==> src/rtl/rob_if.sv <==
// Port bundle for the reorder buffer: dispatch, CDB capture, operand lookup and in-order commit.
interface rob_if #(
  parameter int TAG_W  = 5,
  parameter int ADDR_W = 5,
  parameter int DATA_W = 32
);
  logic              flush;
  logic              dis_valid;
  logic              dis_wr_reg;
  logic [ADDR_W-1:0] dis_rd_addr;
  logic              dis_ready;
  logic [TAG_W-1:0]  dis_tag;
  logic              cdb_valid;
  logic [TAG_W-1:0]  cdb_tag;
  logic [DATA_W-1:0] cdb_data;
  logic [TAG_W-1:0]  rs_tag;
  logic              rs_ready;
  logic [DATA_W-1:0] rs_data;
  logic [TAG_W-1:0]  rt_tag;
  logic              rt_ready;
  logic [DATA_W-1:0] rt_data;
  logic              RB_valid;
  logic [TAG_W-1:0]  RB_tag;
  logic              RB_wen;
  logic [ADDR_W-1:0] RB_addr;
  logic [DATA_W-1:0] RB_data;
  logic [TAG_W:0]    count;
  logic              full;
  logic              empty;

  modport master (
    output flush, dis_valid, dis_wr_reg, dis_rd_addr, cdb_valid, cdb_tag, cdb_data, rs_tag, rt_tag,
    input  dis_ready, dis_tag, rs_ready, rs_data, rt_ready, rt_data,
           RB_valid, RB_tag, RB_wen, RB_addr, RB_data, count, full, empty
  );

  modport slave (
    input  flush, dis_valid, dis_wr_reg, dis_rd_addr, cdb_valid, cdb_tag, cdb_data, rs_tag, rt_tag,
    output dis_ready, dis_tag, rs_ready, rs_data, rt_ready, rt_data,
           RB_valid, RB_tag, RB_wen, RB_addr, RB_data, count, full, empty
  );
endinterface

==> src/rtl/rob.sv <==
// Reorder buffer: allocates rename tags at dispatch, captures CDB results and
// retires in program order, presenting a registered commit/register-write port.
module rob #(
  parameter int DEPTH  = 32,
  parameter int TAG_W  = 5,
  parameter int ADDR_W = 5,
  parameter int DATA_W = 32
) (
  input  logic  clock,
  input  logic  reset,
  rob_if.slave  bus
);

  localparam logic [TAG_W:0]   DEPTH_C   = (TAG_W+1)'(DEPTH);
  localparam logic [TAG_W:0]   CNT_ONE   = (TAG_W+1)'(1);
  localparam logic [TAG_W-1:0] TAG_ONE   = TAG_W'(1);

  logic [DEPTH-1:0]  busy_r;
  logic [DEPTH-1:0]  done_r;
  logic [DEPTH-1:0]  wr_reg_r;
  logic [ADDR_W-1:0] rd_addr_r [DEPTH];
  logic [DATA_W-1:0] data_r    [DEPTH];
  logic [TAG_W-1:0]  head_r;
  logic [TAG_W-1:0]  tail_r;
  logic [TAG_W:0]    count_r;
  logic              full_r;
  logic              empty_r;
  logic              rb_valid_r;
  logic              rb_wen_r;
  logic [TAG_W-1:0]  rb_tag_r;
  logic [ADDR_W-1:0] rb_addr_r;
  logic [DATA_W-1:0] rb_data_r;

  logic              accept_s;
  logic              commit_s;
  logic              wb_s;
  logic [TAG_W:0]    count_nxt_s;
  logic              rs_ready_s;
  logic [DATA_W-1:0] rs_data_s;
  logic              rt_ready_s;
  logic [DATA_W-1:0] rt_data_s;

  // Per-cycle control decisions and next occupancy; a full buffer refuses dispatch even when a commit frees a slot.
  always_comb begin
    accept_s = bus.dis_valid & ~full_r;
    commit_s = busy_r[head_r] & done_r[head_r];
    wb_s     = bus.cdb_valid & busy_r[bus.cdb_tag];
    if (bus.flush) begin
      count_nxt_s = {(TAG_W+1){1'b0}};
    end else if (accept_s && !commit_s) begin
      count_nxt_s = count_r + CNT_ONE;
    end else if (!accept_s && commit_s) begin
      count_nxt_s = count_r - CNT_ONE;
    end else begin
      count_nxt_s = count_r;
    end
  end

  // Rs operand lookup with same-cycle CDB bypass.
  always_comb begin
    if (busy_r[bus.rs_tag] && bus.cdb_valid && (bus.cdb_tag == bus.rs_tag)) begin
      rs_ready_s = 1'b1;
      rs_data_s  = bus.cdb_data;
    end else begin
      rs_ready_s = busy_r[bus.rs_tag] & done_r[bus.rs_tag];
      rs_data_s  = data_r[bus.rs_tag];
    end
  end

  // Rt operand lookup with same-cycle CDB bypass.
  always_comb begin
    if (busy_r[bus.rt_tag] && bus.cdb_valid && (bus.cdb_tag == bus.rt_tag)) begin
      rt_ready_s = 1'b1;
      rt_data_s  = bus.cdb_data;
    end else begin
      rt_ready_s = busy_r[bus.rt_tag] & done_r[bus.rt_tag];
      rt_data_s  = data_r[bus.rt_tag];
    end
  end

  // Entry state, pointers, occupancy and the registered commit port.
  always_ff @(posedge clock or negedge reset) begin
    if (!reset) begin
      busy_r     <= {DEPTH{1'b0}};
      done_r     <= {DEPTH{1'b0}};
      wr_reg_r   <= {DEPTH{1'b0}};
      for (int i = 0; i < DEPTH; i++) begin
        rd_addr_r[i] <= {ADDR_W{1'b0}};
        data_r[i]    <= {DATA_W{1'b0}};
      end
      head_r     <= {TAG_W{1'b0}};
      tail_r     <= {TAG_W{1'b0}};
      count_r    <= {(TAG_W+1){1'b0}};
      full_r     <= 1'b0;
      empty_r    <= 1'b1;
      rb_valid_r <= 1'b0;
      rb_wen_r   <= 1'b0;
      rb_tag_r   <= {TAG_W{1'b0}};
      rb_addr_r  <= {ADDR_W{1'b0}};
      rb_data_r  <= {DATA_W{1'b0}};
    end else if (bus.flush) begin
      busy_r     <= {DEPTH{1'b0}};
      done_r     <= {DEPTH{1'b0}};
      head_r     <= {TAG_W{1'b0}};
      tail_r     <= {TAG_W{1'b0}};
      count_r    <= {(TAG_W+1){1'b0}};
      full_r     <= 1'b0;
      empty_r    <= 1'b1;
      rb_valid_r <= 1'b0;
      rb_wen_r   <= 1'b0;
    end else begin
      if (wb_s) begin
        done_r[bus.cdb_tag] <= 1'b1;
        data_r[bus.cdb_tag] <= bus.cdb_data;
      end
      if (accept_s) begin
        busy_r[tail_r]    <= 1'b1;
        done_r[tail_r]    <= 1'b0;
        wr_reg_r[tail_r]  <= bus.dis_wr_reg;
        rd_addr_r[tail_r] <= bus.dis_rd_addr;
        tail_r            <= tail_r + TAG_ONE;
      end
      // Commit reads the pre-edge entry, so a CDB hit on the head this cycle cannot alter what retires.
      if (commit_s) begin
        busy_r[head_r] <= 1'b0;
        done_r[head_r] <= 1'b0;
        head_r         <= head_r + TAG_ONE;
        rb_valid_r     <= 1'b1;
        rb_wen_r       <= wr_reg_r[head_r];
        rb_tag_r       <= head_r;
        rb_addr_r      <= rd_addr_r[head_r];
        rb_data_r      <= data_r[head_r];
      end else begin
        rb_valid_r     <= 1'b0;
        rb_wen_r       <= 1'b0;
      end
      count_r <= count_nxt_s;
      full_r  <= (count_nxt_s == DEPTH_C);
      empty_r <= (count_nxt_s == {(TAG_W+1){1'b0}});
    end
  end

  assign bus.dis_tag   = tail_r;
  assign bus.dis_ready = ~full_r;
  assign bus.rs_ready  = rs_ready_s;
  assign bus.rs_data   = rs_data_s;
  assign bus.rt_ready  = rt_ready_s;
  assign bus.rt_data   = rt_data_s;
  assign bus.RB_valid  = rb_valid_r;
  assign bus.RB_wen    = rb_wen_r;
  assign bus.RB_tag    = rb_tag_r;
  assign bus.RB_addr   = rb_addr_r;
  assign bus.RB_data   = rb_data_r;
  assign bus.count     = count_r;
  assign bus.full      = full_r;
  assign bus.empty     = empty_r;

endmodule

==> src/flat_wrapper.sv <==
// flat-port wrapper written by rule: the top's interface ports become plain ports
module rob_flat 
#(
  parameter int DEPTH  = 32,
  parameter int TAG_W  = 5,
  parameter int ADDR_W = 5,
  parameter int DATA_W = 32
)
  (clock, reset, bus_flush, bus_dis_valid, bus_dis_wr_reg, bus_dis_rd_addr, bus_cdb_valid, bus_cdb_tag, bus_cdb_data, bus_rs_tag, bus_rt_tag, bus_dis_ready, bus_dis_tag, bus_rs_ready, bus_rs_data, bus_rt_ready, bus_rt_data, bus_RB_valid, bus_RB_tag, bus_RB_wen, bus_RB_addr, bus_RB_data, bus_count, bus_full, bus_empty);
  rob_if #(.TAG_W(TAG_W), .ADDR_W(ADDR_W), .DATA_W(DATA_W)) bus_i ();
  input  logic clock;
  input  logic reset;
  input wire logic [$bits(bus_i.flush)-1:0] bus_flush;
  input wire logic [$bits(bus_i.dis_valid)-1:0] bus_dis_valid;
  input wire logic [$bits(bus_i.dis_wr_reg)-1:0] bus_dis_wr_reg;
  input wire logic [$bits(bus_i.dis_rd_addr)-1:0] bus_dis_rd_addr;
  input wire logic [$bits(bus_i.cdb_valid)-1:0] bus_cdb_valid;
  input wire logic [$bits(bus_i.cdb_tag)-1:0] bus_cdb_tag;
  input wire logic [$bits(bus_i.cdb_data)-1:0] bus_cdb_data;
  input wire logic [$bits(bus_i.rs_tag)-1:0] bus_rs_tag;
  input wire logic [$bits(bus_i.rt_tag)-1:0] bus_rt_tag;
  output wire logic [$bits(bus_i.dis_ready)-1:0] bus_dis_ready;
  output wire logic [$bits(bus_i.dis_tag)-1:0] bus_dis_tag;
  output wire logic [$bits(bus_i.rs_ready)-1:0] bus_rs_ready;
  output wire logic [$bits(bus_i.rs_data)-1:0] bus_rs_data;
  output wire logic [$bits(bus_i.rt_ready)-1:0] bus_rt_ready;
  output wire logic [$bits(bus_i.rt_data)-1:0] bus_rt_data;
  output wire logic [$bits(bus_i.RB_valid)-1:0] bus_RB_valid;
  output wire logic [$bits(bus_i.RB_tag)-1:0] bus_RB_tag;
  output wire logic [$bits(bus_i.RB_wen)-1:0] bus_RB_wen;
  output wire logic [$bits(bus_i.RB_addr)-1:0] bus_RB_addr;
  output wire logic [$bits(bus_i.RB_data)-1:0] bus_RB_data;
  output wire logic [$bits(bus_i.count)-1:0] bus_count;
  output wire logic [$bits(bus_i.full)-1:0] bus_full;
  output wire logic [$bits(bus_i.empty)-1:0] bus_empty;
  assign bus_i.flush = bus_flush;
  assign bus_i.dis_valid = bus_dis_valid;
  assign bus_i.dis_wr_reg = bus_dis_wr_reg;
  assign bus_i.dis_rd_addr = bus_dis_rd_addr;
  assign bus_i.cdb_valid = bus_cdb_valid;
  assign bus_i.cdb_tag = bus_cdb_tag;
  assign bus_i.cdb_data = bus_cdb_data;
  assign bus_i.rs_tag = bus_rs_tag;
  assign bus_i.rt_tag = bus_rt_tag;
  assign bus_dis_ready = bus_i.dis_ready;
  assign bus_dis_tag = bus_i.dis_tag;
  assign bus_rs_ready = bus_i.rs_ready;
  assign bus_rs_data = bus_i.rs_data;
  assign bus_rt_ready = bus_i.rt_ready;
  assign bus_rt_data = bus_i.rt_data;
  assign bus_RB_valid = bus_i.RB_valid;
  assign bus_RB_tag = bus_i.RB_tag;
  assign bus_RB_wen = bus_i.RB_wen;
  assign bus_RB_addr = bus_i.RB_addr;
  assign bus_RB_data = bus_i.RB_data;
  assign bus_count = bus_i.count;
  assign bus_full = bus_i.full;
  assign bus_empty = bus_i.empty;
  rob #(.DEPTH(DEPTH), .TAG_W(TAG_W), .ADDR_W(ADDR_W), .DATA_W(DATA_W)) u_core (.clock(clock), .reset(reset), .bus(bus_i));
endmodule
==> config.mk <==
export PLATFORM = sky130hd
export DESIGN_NAME = rob_flat
export DESIGN_NICKNAME = d
export VERILOG_FILES = /design/src/rtl/rob_if.sv /design/src/rtl/rob.sv /design/src/flat_wrapper.sv
export SDC_FILE = /design/constraint.sdc
export NUM_CORES = 2
export LEC_CHECK = 0
export CAP_MARGIN = 20
export CORE_MARGIN = 2
export CORE_UTILIZATION = 50
export DETAILED_ROUTE_END_ITERATION = 8
export HOLD_SLACK_MARGIN = 0.1
export PLACE_DENSITY = 0.7
export SLEW_MARGIN = 25
export SYNTH_ARGS = -nofsm -noshare
export SYNTH_HDL_FRONTEND = slang
export SYNTH_SLANG_ARGS = --single-unit
==> constraint.sdc <==
create_clock -name clock -period 3.1 [get_ports clock]
set_input_delay 0.465 -clock clock [delete_from_list [all_inputs] [get_ports clock]]
set_output_delay 0.465 -clock clock [all_outputs]
set_load 0.1 [all_outputs]
# After elaboration in Yosys (flattened, before gate mapping)

Index checks and enable logic that the tools add are counted.

Register bits: 1342
Input bits: 58
Output and inout port bits: 124
Logic and storage cells: 206

Add/sub/neg operators: 4
Magnitude comparators: 15
Eq/ne operators: 3
Mux-type cells: 69
Bitwise logic cells: 19
Reductions and logical operators: 19

Operator list:

| operator                                                          | number |
|---|---|
| bitwise mux 1024 bit                                              | 1 |
| 2-to-1 mux 32 bit                                                 | 19 |
| binary-select mux 32 bit (select 5 bit)                           | 3 |
| bitwise mux 160 bit                                               | 1 |
| demux 32 bit (select 5 bit)                                       | 1 |
| bitwise AND 32 bit                                                | 3 |
| NOT 32 bit                                                        | 2 |
| OR 32 bit                                                         | 2 |
| binary-select mux 1 bit (select 5 bit)                            | 8 |
| 2-to-1 mux 5 bit                                                  | 7 |
| bitwise mux 32 bit                                                | 1 |
| greater-or-equal comparator 6 bit, second input constant          | 5 |
| < comparator 5 x 6 -> 1 bit, second input constant                | 5 |
| NOT 5 -> 6 bit                                                    | 5 |
| binary-select mux 5 bit (select 5 bit)                            | 1 |
| demux 5 bit (select 5 bit)                                        | 1 |
| 2-to-1 mux 6 bit                                                  | 4 |
| 2-to-1 mux 1 bit                                                  | 19 |
| demux 1 bit (select 5 bit)                                        | 3 |
| greater-or-equal comparator 5 x 1 -> 1 bit, second input constant | 3 |
| < comparator 6 x 1 -> 1 bit, second input constant                | 2 |
| logical AND 1 bit                                                 | 11 |
| adder 5 x 1 -> 5 bit, second input constant                       | 2 |
| == test 5 bit                                                     | 2 |
| 9 further kinds                                                   | 18 |

# Longest topological paths before layout

Depth after elaboration: 13
Depth in mapped cells: 13
Gate-level depth less buffers: 9

# Least setup slack after synthesis

No wires, ideal clock.

Kind: input-to-output
Start: in bus_rt_tag[0]
End: out bus_rt_data[14]
Data arrival time: 4.017 ns
Required time: 2.635 ns
Path slack: -1.382 ns
Cell stages on the path: 9
Path buffers: 3
Cells stage by stage: buf_2 mux4_2 mux4_2 mux2_2 nand4_1 buf_2 buf_1 nor2_1 a21oi_1

Word-level cells in the longest chain between the ends: 5
Elaborated cells on any way between the ends: 10
Those cells by class: eq/ne (1); mux (6); bitwise (1); reduce/logical (2)

RTL lines:

| what                                                                                           | RTL line             | text |
|---|---|---|
| start: declaration                                                                             | flat_wrapper.sv:21   | `input wire logic [$bits(bus_i.rt_tag)-1:0] bus_rt_tag;` |
| NOT 5 -> 6 bit (not written as such) or binary-select mux 1 bit (select 5 bit) (tied branches) | rob.sv:77, rob.sv:72 |  |
| binary-select mux 32 bit (select 5 bit) or 2-to-1 mux 1 bit (tied branches)                    | rob.sv:77, rob.sv:72 |  |
| 2-to-1 mux 32 bit (not written as such) or logical AND 1 bit (tied branches) (2 in series)     | rob.sv:77, rob.sv:72 |  |
| 2-to-1 mux 32 bit *                                                                            | rob.sv:72            | `if (busy_r[bus.rt_tag] && bus.cdb_valid && (bus.cdb_tag == bus.rt_tag)) begin` |
| end: declaration                                                                               | flat_wrapper.sv:27   | `output wire logic [$bits(bus_i.rt_data)-1:0] bus_rt_data;` |

Every way passes the cells marked *; elsewhere a longest branch is shown, timed or not. The select of a mux whose other input is x is not followed.

# Final worst setup path

Start: reg u_core.busy_r[26]
End: out bus_rs_data[11]

Word-level cells in the longest chain between the ends: 5

RTL lines:

| what                                   | RTL line           | text |
|---|---|---|
| start: declaration                     | rob.sv:18          | `logic [DEPTH-1:0] busy_r;` |
| start signal: assignment               | rob.sv:84          | `busy_r <= {DEPTH{1'b0}};` |
| start signal: assignment               | rob.sv:102         | `busy_r <= {DEPTH{1'b0}};` |
| binary-select mux 1 bit (select 5 bit) | rob.sv:61          | `if (busy_r[bus.rs_tag] && bus.cdb_valid && (bus.cdb_tag == bus.rs_tag)) begin` |
| 2-to-1 mux 1 bit (not written as such) | rob.sv:61          |  |
| logical AND 1 bit (2 in series)        | rob.sv:61          |  |
| 2-to-1 mux 32 bit                      | rob.sv:61          |  |
| end: declaration                       | flat_wrapper.sv:25 | `output wire logic [$bits(bus_i.rs_data)-1:0] bus_rs_data;` |

Every way passes these cells. The select of a mux whose other input is x is not followed.

==> metrics.cfg <==
[status]
status = finished with violations
violations = negative setup slack

[placement]
io_buffers = 181
place.gp.congestion = 0.950
place_hpwl_um = 163000
post-place-ws_ns = -0.658

[clocking]
cts_made_buffers = 149
root_buffer = clkbuf_16
cts_tree = built
clockBufferDepth = 3
path_clk_slew_ns = 0.06
cts_sinks = 1342
clk-insertion-delay-late_ns = 0.82
htree_num_levels = 4

[finish]
drive_above_1_share = 0.602
nets = 5564
postLayoutCoreUtil = 0.604
fillCellCount = 11700
area_growth_pct = 20.1

[synth]
syn_avg_cell_area_um2 = 15.3
synth-seq-cells = 1342
synth_nets = 5184
syn_area_um2 = 78500
synth_warnings = 0
synth_edf_count = 0
seq_area_frac_synth = 0.428
ys_async_sr_fraction = 1.00
ys_types = 63
synth_cells = 5116
synthFlopType = dfrtp_1

[route]
viasPerCell = 7.04
route.detailed.drc = 0
ant_nets = 0
avgRoutedWirePerCell_um = 34.0
first_iter_violations = 6350
wl_um = 261000
first_pass_iters = 6
num_vias = 54000

[global_route]
globalRouteOverflowTotal = 0
grt_start_max_net_pins = 130
groute.usage.overall = 0.330
grt_pass1_vias = 54700
grt_pass1_wl_um = 383000
antenna_found_initial = 1

[sta]
setup_ws_ns = -0.970
period_share = 1.31
clock.fmax_ghz = 0.246
fin_crit_ns = 4.07
skew_ns = 0.0299
tightest_slew_ns = 1.18
finalSetupViolations = 66
finalHoldViolations = 0
slew_viol_final = 0
relSlewSlack = 0.211
rsz0062_at_grt = true

[setup_path]
crit_type = reg -> out
critPathRequiredTime_ns = 2.63
cpMaxStageDelayCell = mux4_2
worstPathMaxFanout = 3
slowest_delay_ns = 0.51
cp_top_family = multiplexers
crit_path_frequent_cell = mux4_2
end_kind = output pin
start_kind = flip-flop
cp_data_arrival_time_ns = 3.61
cp_num_buf_inv = 3
cp_cell_sequence = mux4_2 > mux4_2 > mux2_4 > nand4_1 > buf_8 > buf_6 > nor2_4 > a21oi_4 > buf_12

[die]
core-area_um2 = 156000
die_w_um = 400
io_pins = 182
start_util = 0.503
die_area_um2 = 160000
row_count = 145
fp.dieH_um = 400

[worst_hold_path]
min_path_type = in -> async

[power]
leakagePower_uw = 0.0411
irDropWorstVdd_mv = 0.598
power.density_nw_per_um2 = 423

[flow_run]
max_cap_violations = 0

## through the flow
step / TNS [ns] / cells / hold slack [ns] / cell area, µm² / power, µW
CTS: -60.58 / 7663 / 0.176 / 94000 / 40000
floorplan: -6.43 / 5116 / 0.169 / 79400 / 20100
global route: -61.91 / 7671 / 0.216 / 94200 / 41000
finish: -58.82 / 7673 / 0.209 / 94200 / 39900
detailed placement: -452.12 / 7356 / 0.378 / 88300 / 21600
global placement: -423.64 / 7355 / 0.373 / 88300 / 21600
## layer usage
layer  part of all wire  wire (µm)  track usage  up-vias
li1                   -          -            -    21100
met1               0.39     102000        0.467    29100
met2               0.45     118000        0.489     3221
met3               0.11      27500       0.0842      648
met4              0.047      12300        0.138        0
met5                  0          0            0        -
## placed cells by master, fill, tap and decap left out, types with 95 or more instances in the layout
cell type / netlist / layout
nand2_1: 103 / 95
mux4_2: 997 / 997
buf_12: 2 / 229
mux2_2: 1221 / 1219
dfrtp_1: 1341 / 1337
clkbuf_16: 0 / 155
a21oi_1: 178 / 114
mux2i_1: 113 / 113
nor2_1: 209 / 142
buf_4: 6 / 477
## cells in the mapped netlist (all sizes together), types with 13 or more instances
master / instances / area, µm²
dfrtp: 1341 / 33600
mux2: 1237 / 13900
mux4: 999 / 22500
clkbuf: 295 / 1110
buf: 253 / 1240
nor2: 209 / 785
a21oi: 178 / 891
mux2i: 113 / 1130
nand2: 105 / 399
a22oi: 56 / 420
nor3: 51 / 295
o211ai: 21 / 158
o21a: 21 / 158
nor3b: 20 / 150
a221oi: 18 / 158
a22o: 15 / 131
inv: 14 / 52.6
xor2: 13 / 114
## final timing paths
kind                                       from  slack [ns]                    to  depth (start not counted)
setup / recovery              u_core.busy_r[26]       -0.97       bus_rs_data[11]                          9
min in group clock                    bus_flush        0.38      u_core.head_r[3]                          3
max in group asynchronous                 reset        1.55      u_core.head_r[2]                          3
hold reg to reg            u_core.rd_addr_r[86]        0.50  u_core.rd_addr_r[86]                          1
setup reg to reg              u_core.busy_r[26]        0.03     u_core.data_r[71]                         12
hold / removal                            reset        0.21    u_core.data_r[152]                          2
## flip-flops by register name (all words and copies together), names as in the netlist
signal and count:
u_core.bus.RB_addr 5, u_core.wr_reg_r 32, u_core.bus.dis_tag 5, u_core.head_r 5, u_core.busy_r 32, u_core.data_r 1024, u_core.done_r 32, u_core.bus.RB_data 32
u_core.bus.RB_wen 1, u_core.bus.count 6, u_core.bus.RB_valid 1, u_core.bus.empty 1, u_core.bus.full 1, u_core.rd_addr_r 160, u_core.bus.RB_tag 5
## report_power, final
group	internal (µW)	total, µW	switching [µW]
Clock	10900	18500	7630
Combinational	1140	3400	2250
Sequential	17800	17900	178
Total	29800	39900	10100
## worst reg2reg max path, delay by kind of cell, from the launching register on
kind	cells	cell delay, ns
AND/OR/NAND/NOR	5	0.82
multiplexers	2	0.77
buffers and inverters	4	0.72
flip-flops	1	0.43
AO/OA/AOI/OAI	1	0.21
## cell type report
| cell class | count | area (µm²) | share of cell area |
|---|---|---|---|
| repair buffers | 777 | 9100 | 0.0967 |
| inverters | 14 | 57.6 | 0.000611 |
| clock buffers | 218 | 4420 | 0.0470 |
| multi-input cells | 3212 | 43800 | 0.465 |
| clock inverters | 49 | 626 | 0.00664 |
| well taps | 2058 | 2570 | 0.0273 |
| diodes | 3 | 7.51 | 0.0000797 |
| flip-flops and latches | 1342 | 33600 | 0.357 |
## repair_timing
item | in CTS | in global routing
cloned | 4 | 1
resized for setup | 73 | 30
pin swaps | 2 | 6
setup endpoints to repair | 86 | 242
setup buffers | 35 | 7
endpoints found under the hold margin | 521 | 0
hold buffers | 1 | 0
## logic make-up after synthesis
logic type / count (synthesis) / share of synthesized area
muxes: 2349 / 0.479
DFF: 1342 / 0.428
buffers and inverters: 562 / 0.0306
and+or+nand+nor: 459 / 0.0270
AOI/OAI and AO/OA: 369 / 0.0310
xor gates and xnor gates: 24 / 0.00268
adders and majority gates: 11 / 0.00172
Note: power is estimated with default switching activity, not from simulation.
